[src/rtl/icache_pkg.sv]
`default_nettype none
// ============================================================================
// Module      : icache_pkg
// Description : Shared definitions for the icache refill responder: refill
//               FSM state encodings, beat size, and width helpers.
// Revision    : 1.0 - initial release
// ============================================================================
package icache_pkg;

  localparam int BEAT_BYTES = 8;

  // State encodings, used as plain localparams by the FSM.
  localparam logic [1:0] ST_IDLE  = 2'd0;
  localparam logic [1:0] ST_ISSUE = 2'd1;
  localparam logic [1:0] ST_DRAIN = 2'd2;
  localparam logic [1:0] ST_ERR   = 2'd3;

  typedef enum logic [1:0] {
    REFILL_IDLE  = 2'd0,
    REFILL_ISSUE = 2'd1,
    REFILL_DRAIN = 2'd2,
    REFILL_ERR   = 2'd3
  } refill_state_e;

  // Number of 64-bit beats in a cache line.
  function automatic int beat_count(input int line_bytes);
    return line_bytes / BEAT_BYTES;
  endfunction

  // Index width for n items; never narrower than one bit.
  function automatic int index_width(input int n);
    return (n > 1) ? $clog2(n) : 1;
  endfunction

endpackage
`default_nettype wire

[src/rtl/refill_skid_fifo.sv]
`default_nettype none
// ============================================================================
// Module      : refill_skid_fifo
// Description : Two-entry FIFO holding {error, data} response beats.
//               Ports: i_push/i_wdata write side, i_pop/o_rdata read side,
//               o_count occupancy (0..2). A pop on an empty FIFO is ignored;
//               the producer never pushes into a full FIFO.
// Revision    : 1.0 - initial release
// ============================================================================
module refill_skid_fifo #(
  parameter int WIDTH = 65
) (
  input  logic             clk,
  input  logic             rst,
  input  logic             i_push,
  input  logic [WIDTH-1:0] i_wdata,
  input  logic             i_pop,
  output logic [WIDTH-1:0] o_rdata,
  output logic [1:0]       o_count
);

  logic [1:0][WIDTH-1:0] mem_q, mem_d;
  logic                  wr_ptr_q, wr_ptr_d;
  logic                  rd_ptr_q, rd_ptr_d;
  logic [1:0]            count_q, count_d;
  logic                  w_pop_eff;

  always_comb begin
    mem_d    = mem_q;
    wr_ptr_d = wr_ptr_q;
    rd_ptr_d = rd_ptr_q;
    w_pop_eff = i_pop && (count_q != 2'd0);
    if (i_push) begin
      mem_d[wr_ptr_q] = i_wdata;
      wr_ptr_d        = ~wr_ptr_q;
    end
    if (w_pop_eff) begin
      rd_ptr_d = ~rd_ptr_q;
    end
    count_d = count_q + {1'b0, i_push} - {1'b0, w_pop_eff};
  end

  always_ff @(posedge clk) begin
    if (rst) begin
      mem_q    <= '0;
      wr_ptr_q <= 1'b0;
      rd_ptr_q <= 1'b0;
      count_q  <= 2'd0;
    end else begin
      mem_q    <= mem_d;
      wr_ptr_q <= wr_ptr_d;
      rd_ptr_q <= rd_ptr_d;
      count_q  <= count_d;
    end
  end

  assign o_rdata = mem_q[rd_ptr_q];
  assign o_count = count_q;

endmodule
`default_nettype wire

[src/rtl/icache_refill_responder.sv]
`default_nettype none
// ============================================================================
// Module      : icache_refill_responder
// Description : Serves icache line refills from word-interleaved banked SRAM,
//               returning the line critical-word-first as 64-bit beats.
//               Ports: i_req_* refill request (valid/ready, addr, rd, wr,
//               data ignored); o_res_*/i_res_ready beat stream (valid, ready,
//               error, data); o_mem_*/i_mem_dout SRAM port (one-hot bank
//               enables, row address, we/din tied low, 1-cycle read data).
// Revision    : 1.0 - initial release
// ============================================================================
module icache_refill_responder
  import icache_pkg::*;
#(
  parameter int ADDR_WIDTH     = 32,
  parameter int DATA_WIDTH     = 64,
  parameter int LINE_BYTES     = 32,
  parameter int NUM_BANKS      = 4,
  parameter int MEM_ADDR_WIDTH = 10
) (
  input  logic                                 clk,
  input  logic                                 rst,
  input  logic                                 i_req_valid,
  output logic                                 o_req_ready,
  input  logic [ADDR_WIDTH-1:0]                i_req_addr,
  input  logic                                 i_req_rd,
  input  logic                                 i_req_wr,
  input  logic [DATA_WIDTH-1:0]                i_req_data,
  output logic                                 o_res_valid,
  input  logic                                 i_res_ready,
  output logic                                 o_res_error,
  output logic [DATA_WIDTH-1:0]                o_res_data,
  output logic [NUM_BANKS-1:0]                 o_mem_en,
  output logic                                 o_mem_we,
  output logic [MEM_ADDR_WIDTH-1:0]            o_mem_addr,
  output logic [DATA_WIDTH-1:0]                o_mem_din,
  input  logic [NUM_BANKS-1:0][DATA_WIDTH-1:0] i_mem_dout
);

  localparam int BEATS  = beat_count(LINE_BYTES);
  localparam int BEAT_W = index_width(BEATS);
  localparam int BANK_W = index_width(NUM_BANKS);
  // Word-index bits that map onto SRAM; anything above is out of range.
  localparam int WORD_W = BANK_W + MEM_ADDR_WIDTH;
  localparam logic [BEAT_W-1:0] LAST_BEAT = BEAT_W'(BEATS - 1);

  logic [1:0]              state_q, state_d;
  logic [WORD_W-1:0]       word_q, word_d;
  logic [BEAT_W-1:0]       cnt_q, cnt_d;
  logic                    infl_valid_q, infl_valid_d;
  logic [BANK_W-1:0]       infl_bank_q, infl_bank_d;

  logic                    w_req_err;
  logic [WORD_W-1:0]       w_word;
  logic [BANK_W-1:0]       w_bank;
  logic                    w_issue;
  logic                    w_err_push;
  logic                    w_push;
  logic [DATA_WIDTH:0]     w_wdata;
  logic [DATA_WIDTH:0]     w_rdata;
  logic [1:0]              w_count;
  logic                    w_fifo_valid;
  logic                    w_pop;
  logic [2:0]              w_level;
  logic                    w_room;
  logic                    w_unused;

  assign w_unused = ^{i_req_data, i_req_addr[2:0]};

  assign w_req_err = i_req_wr || !i_req_rd || (|i_req_addr[ADDR_WIDTH-1:3+WORD_W]);

  // Critical-word-first: only the in-line beat bits advance, wrapping in the line.
  assign w_word = {word_q[WORD_W-1:BEAT_W], word_q[BEAT_W-1:0] + cnt_q};
  assign w_bank = w_word[BANK_W-1:0];

  assign w_fifo_valid = (w_count != 2'd0);
  assign w_pop        = w_fifo_valid && i_res_ready;

  // Slots committed after this cycle's pop; a new beat may start only if one
  // slot remains, so the FIFO can never be asked to hold a third entry.
  assign w_level = {1'b0, w_count} + {2'b00, infl_valid_q} - {2'b00, w_pop};
  assign w_room  = (w_level < 3'd2);

  always_comb begin
    state_d      = state_q;
    word_d       = word_q;
    cnt_d        = cnt_q;
    infl_valid_d = 1'b0;
    infl_bank_d  = infl_bank_q;
    w_issue      = 1'b0;
    w_err_push   = 1'b0;
    case (state_q)
      ST_IDLE: begin
        if (i_req_valid) begin
          word_d  = i_req_addr[3 +: WORD_W];
          cnt_d   = '0;
          state_d = w_req_err ? ST_ERR : ST_ISSUE;
        end
      end
      ST_ISSUE: begin
        if (w_room) begin
          w_issue      = 1'b1;
          infl_valid_d = 1'b1;
          infl_bank_d  = w_bank;
          cnt_d        = cnt_q + BEAT_W'(1);
          if (cnt_q == LAST_BEAT) begin
            state_d = ST_DRAIN;
          end
        end
      end
      ST_ERR: begin
        if (w_room) begin
          w_err_push = 1'b1;
          cnt_d      = cnt_q + BEAT_W'(1);
          // The error tail waits for its last handshake exactly as a read does.
          if (cnt_q == LAST_BEAT) begin
            state_d = ST_DRAIN;
          end
        end
      end
      ST_DRAIN: begin
        // Nothing left in flight and the sole remaining beat leaves now.
        if (!infl_valid_q && (w_count == 2'd1) && w_pop) begin
          state_d = ST_IDLE;
        end
      end
      default: state_d = ST_IDLE;
    endcase
  end

  always_ff @(posedge clk) begin
    if (rst) begin
      state_q      <= ST_IDLE;
      word_q       <= '0;
      cnt_q        <= '0;
      infl_valid_q <= 1'b0;
      infl_bank_q  <= '0;
    end else begin
      state_q      <= state_d;
      word_q       <= word_d;
      cnt_q        <= cnt_d;
      infl_valid_q <= infl_valid_d;
      infl_bank_q  <= infl_bank_d;
    end
  end

  assign w_push  = infl_valid_q || w_err_push;
  assign w_wdata = infl_valid_q ? {1'b0, i_mem_dout[infl_bank_q]}
                                : {1'b1, {DATA_WIDTH{1'b0}}};

  refill_skid_fifo #(
    .WIDTH (DATA_WIDTH + 1)
  ) u_fifo (
    .clk     (clk),
    .rst     (rst),
    .i_push  (w_push),
    .i_wdata (w_wdata),
    .i_pop   (w_pop),
    .o_rdata (w_rdata),
    .o_count (w_count)
  );

  // Outputs are forced quiet while rst is high, independent of flop contents.
  assign o_req_ready = (state_q == ST_IDLE) && !rst;
  assign o_res_valid = w_fifo_valid && !rst;
  assign o_res_error = rst ? 1'b0 : w_rdata[DATA_WIDTH];
  assign o_res_data  = rst ? '0 : w_rdata[DATA_WIDTH-1:0];
  assign o_mem_en    = (w_issue && !rst) ? (NUM_BANKS'(1) << w_bank) : '0;
  assign o_mem_addr  = (w_issue && !rst) ? w_word[WORD_W-1:BANK_W] : '0;
  assign o_mem_we    = 1'b0;
  assign o_mem_din   = '0;

endmodule
`default_nettype wire

[config.mk]
export PLATFORM = sky130hd
export DESIGN_NAME = icache_refill_responder
export DESIGN_NICKNAME = d
export VERILOG_FILES = /design/src/rtl/icache_pkg.sv /design/src/rtl/refill_skid_fifo.sv /design/src/rtl/icache_refill_responder.sv
export SDC_FILE = /design/constraint.sdc
export NUM_CORES = 1
export LEC_CHECK = 0
export CAP_MARGIN = 20
export CORE_AREA = 2 2 197 199
export DETAILED_ROUTE_END_ITERATION = 10
export DIE_AREA = 0 0 199 201
export SETUP_SLACK_MARGIN = 0.5
export SLEW_MARGIN = 30
export SYNTH_ARGS = -nofsm -noshare
export SYNTH_HDL_FRONTEND = slang
export SYNTH_HIERARCHICAL = 1
export SYNTH_SLANG_ARGS = --single-unit
[constraint.sdc]
create_clock -name clk -period 4.15 [get_ports clk]
set_input_delay 0.6225 -clock clk [delete_from_list [all_inputs] [get_ports clk]]
set_output_delay 0.6225 -clock clk [all_outputs]
set_load 0.02 [all_outputs]
==> impl_metrics.json <==
{
  "status": "complete, no violations",
  "finalCritPeriodShare": 0.833,
  "synth_top_area_share": 0.328,
  "drt_wl_total_mm": 30.6,
  "worst_r2r_startpoint": "u_fifo/o_count[1]",
  "finalHoldViolations": 0,
  "fin_util": 0.366,
  "dr.pass1.iters": 4,
  "root_buffer": "clkbuf_16",
  "critPathCaptureType": "output pin",
  "synthArstFlopShare": 0,
  "n_antenna_cell": 0,
  "timing.rr.end": "u_fifo/mem_q[119]",
  "fin_skew_ps": 12.0,
  "initial_core_util": 0.245,
  "crit_type": "flip-flop to output pin",
  "ys.flop_type": "dfxtp_1",
  "drt-initial-drc-count": 358,
  "fin_crit_ps": 3460,
  "clk_latency_ps": 420,
  "dp_hpwl_mm": 21.7,
  "relSlewSlack": 0.350,
  "core_mm2": 0.0381,
  "tritoncts_num_sinks": 153,
  "tns_ps": 0,
  "yosysWarnings": 6,
  "cts_tree": "done",
  "ys_seq_elements": 153,
  "ios": 504,
  "rsz0062_at_grt": "false",
  "synth.largest_area_cell": "dfxtp_1",
  "remaining_drc_errors": 0,
  "die_w_um": 199,
  "viasPerCell": 4.41,
  "setup_violations": 0,
  "routabilityCongestion": 0.767,
  "synth_cells": 1069,
  "synth_seq_area_share": 0.328,
  "wl_per_cell_um": 15.8,
  "hold_depth": 2,
  "finalPower_uw": 4070,
  "synth_top_cells_by_area": "dfxtp_1, mux4_2, nand2_1",
  "portBuffers": 371,
  "htree_levels": 4,
  "overflow": 0,
  "ant_nets": 0,
  "grt_first_pass_wirelength_mm": 47.1,
  "cap_viol_max_count": 0,
  "grtUsageTotal": 0.152,
  "fmax_ghz": 0.289,
  "worstMarginPinSlew_ps": 974,
  "drive_above_1_share": 0.156,
  "min_from": "u_fifo/mem_q[0]",
  "numCtsBuffers": 17,
  "r2r_cells": 13,
  "grt_max_degree": 84,
  "clkTransAtPathRegs_ps": 60,
  "hold_path_end": "u_fifo/mem_q[0]",
  "antenna_found_initial": 2,
  "yosysMostFrequentCell": "nand2_1",
  "netlist_top_cells_count": "nand2_1, dfxtp_1, a21oi_1, and2_1, buf_4",
  "yosys.cell_types.count": 40,
  "synth-edff-count": 0,
  "syn_area_per_cell_um2": 8.73,
  "die_area_mm2": 0.0400,
  "hold_path_class": "flip-flop to flip-flop",
  "syn_to_final_growth_pct": 49.4,
  "finalMaxSlewViolations": 0,
  "crit_fanout": 8,
  "final_nets": 1763,
  "irDropWorstVdd_v": 0.000259,
  "vias": 8518,
  "worstPathArrival_ps": 2830,
  "startpoint_type": "flip-flop",
  "power_leakage_uw": 0.00485,
  "synth_area_mm2": 0.00933,
  "clockBufferDepth": 2,
  "grt_pass1_vias": 8724,
  "worstPathRequired_ps": 3530,
  "row_count": 72,
  "power_density_mw_per_mm2": 292,
  "reg2reg_slack_ps": 1120,
  "die_height_um": 201
}
[cell type report]
| type | count | area [µm²] |
|---|---|---|
| flip-flops and latches | 153 | 3080 |
| clock buffers | 19 | 433 |
| well taps | 518 | 648 |
| clock inverters | 13 | 169 |
| multi-input cells | 824 | 5640 |
| fillers | 3936 | 24200 |
| inverters | 7 | 26.3 |
| repair buffers | 396 | 3960 |
[routing by layer]
metal / vias to the layer above / track usage / wire, µm
li1: 4144 / - / -
met1: 4063 / 0.173 / 12500
met2: 284 / 0.279 / 15500
met3: 23 / 0.0370 / 2110
met4: 4 / 0.0384 / 448
met5: - / 0 / 27
[stage by stage]
| step | setup slack (ps) | std cells | area (µm²) | hold slack [ps] |
|---|---|---|---|---|
| finish | 695 | 1930 | 13900 | 448 |
| floorplan | 770 | 1133 | 9570 | 432 |
| detailed placement | 61.3 | 1896 | 13300 | 442 |
| CTS | 495 | 1930 | 14000 | 452 |
| global placement | 107 | 1896 | 13300 | 435 |
| global route | 541 | 1930 | 13900 | 470 |
[flip-flops by register name, indices dropped and copies added, names as in the netlist]
name	count
u_fifo/mem_q	130
word_q	12
cnt_q	2
infl_bank_q	2
state_q	2
u_fifo/o_count	2
infl_valid_q	1
u_fifo/rd_ptr_q	1
u_fifo/wr_ptr_q	1
[critical path, cell delays in order (launching register included)]
cell,delay (ps)
dfxtp_2,470
nor2_4,80
nor2b_4,110
ha_1,240
nor2_2,130
fa_2,460
nand2b_4,170
nor4_4,270
buf_4,200
and2_1,120
buf_2,160
[worst max-delay path by stage]
stage,slack [ps],from,to,cells after the start
2_1_floorplan,770,i_res_ready,o_mem_en[1],7
5_1_grt,540,u_fifo/o_count[1],o_mem_en[2],10
6_report,690,u_fifo/o_count[1],o_mem_addr[9],10
4_1_cts,500,i_res_ready,o_mem_addr[9],10
3_3_place_gp,110,i_res_ready,o_mem_en[2],10
3_5_place_dp,60,i_res_ready,o_mem_en[1],9
[timing repair]
item	in CTS	in global routing
setup buffers	1	0
pin swaps	0	3
gates resized for setup	58	20
endpoints found under the setup margin	14	14
cloned	1	0
hold buffers	0	0
endpoints found under the hold margin	0	0
[cells by family after synthesis]
logic type                 Yosys count  synth area share
AOI/OAI and AO/OA                  157            0.0875
DFF                                153             0.328
buffers and inverters              156             0.102
muxes                              129             0.233
and+or+nand+nor                    461             0.233
adders and majority gates            6           0.00885
xor gates and xnor gates             6           0.00644
other                                1          0.000402
[power by group]
group / internal, µW / switching [µW] / total [µW]
Clock: 954 / 656 / 1610
Combinational: 494 / 417 / 911
Sequential: 1500 / 53.7 / 1550
[placed cells by master, fill, tap and decap left out, types with 3 or more instances in the layout]
cell,Yosys,final
ha_1,5,5
buf_6,6,3
conb_1,1,65
buf_4,75,21
dfxtp_4,0,3
mux4_2,64,64
xnor2_1,3,3
inv_6,0,3
clkbuf_16,0,17
nand2_1,286,285
mux2_2,65,65
nor2b_1,71,68
nor4_1,4,3
buf_12,0,7
nor2_1,5,3
inv_1,7,7
a21oi_1,147,147
and2_1,76,75
nor3_1,3,3
clkdlybuf4s50_1,0,355
buf_2,34,7
clkinvlp_4,0,5
dfxtp_1,153,148
bufinv_16,0,3
Note: power is estimated with default switching activity, not from simulation.
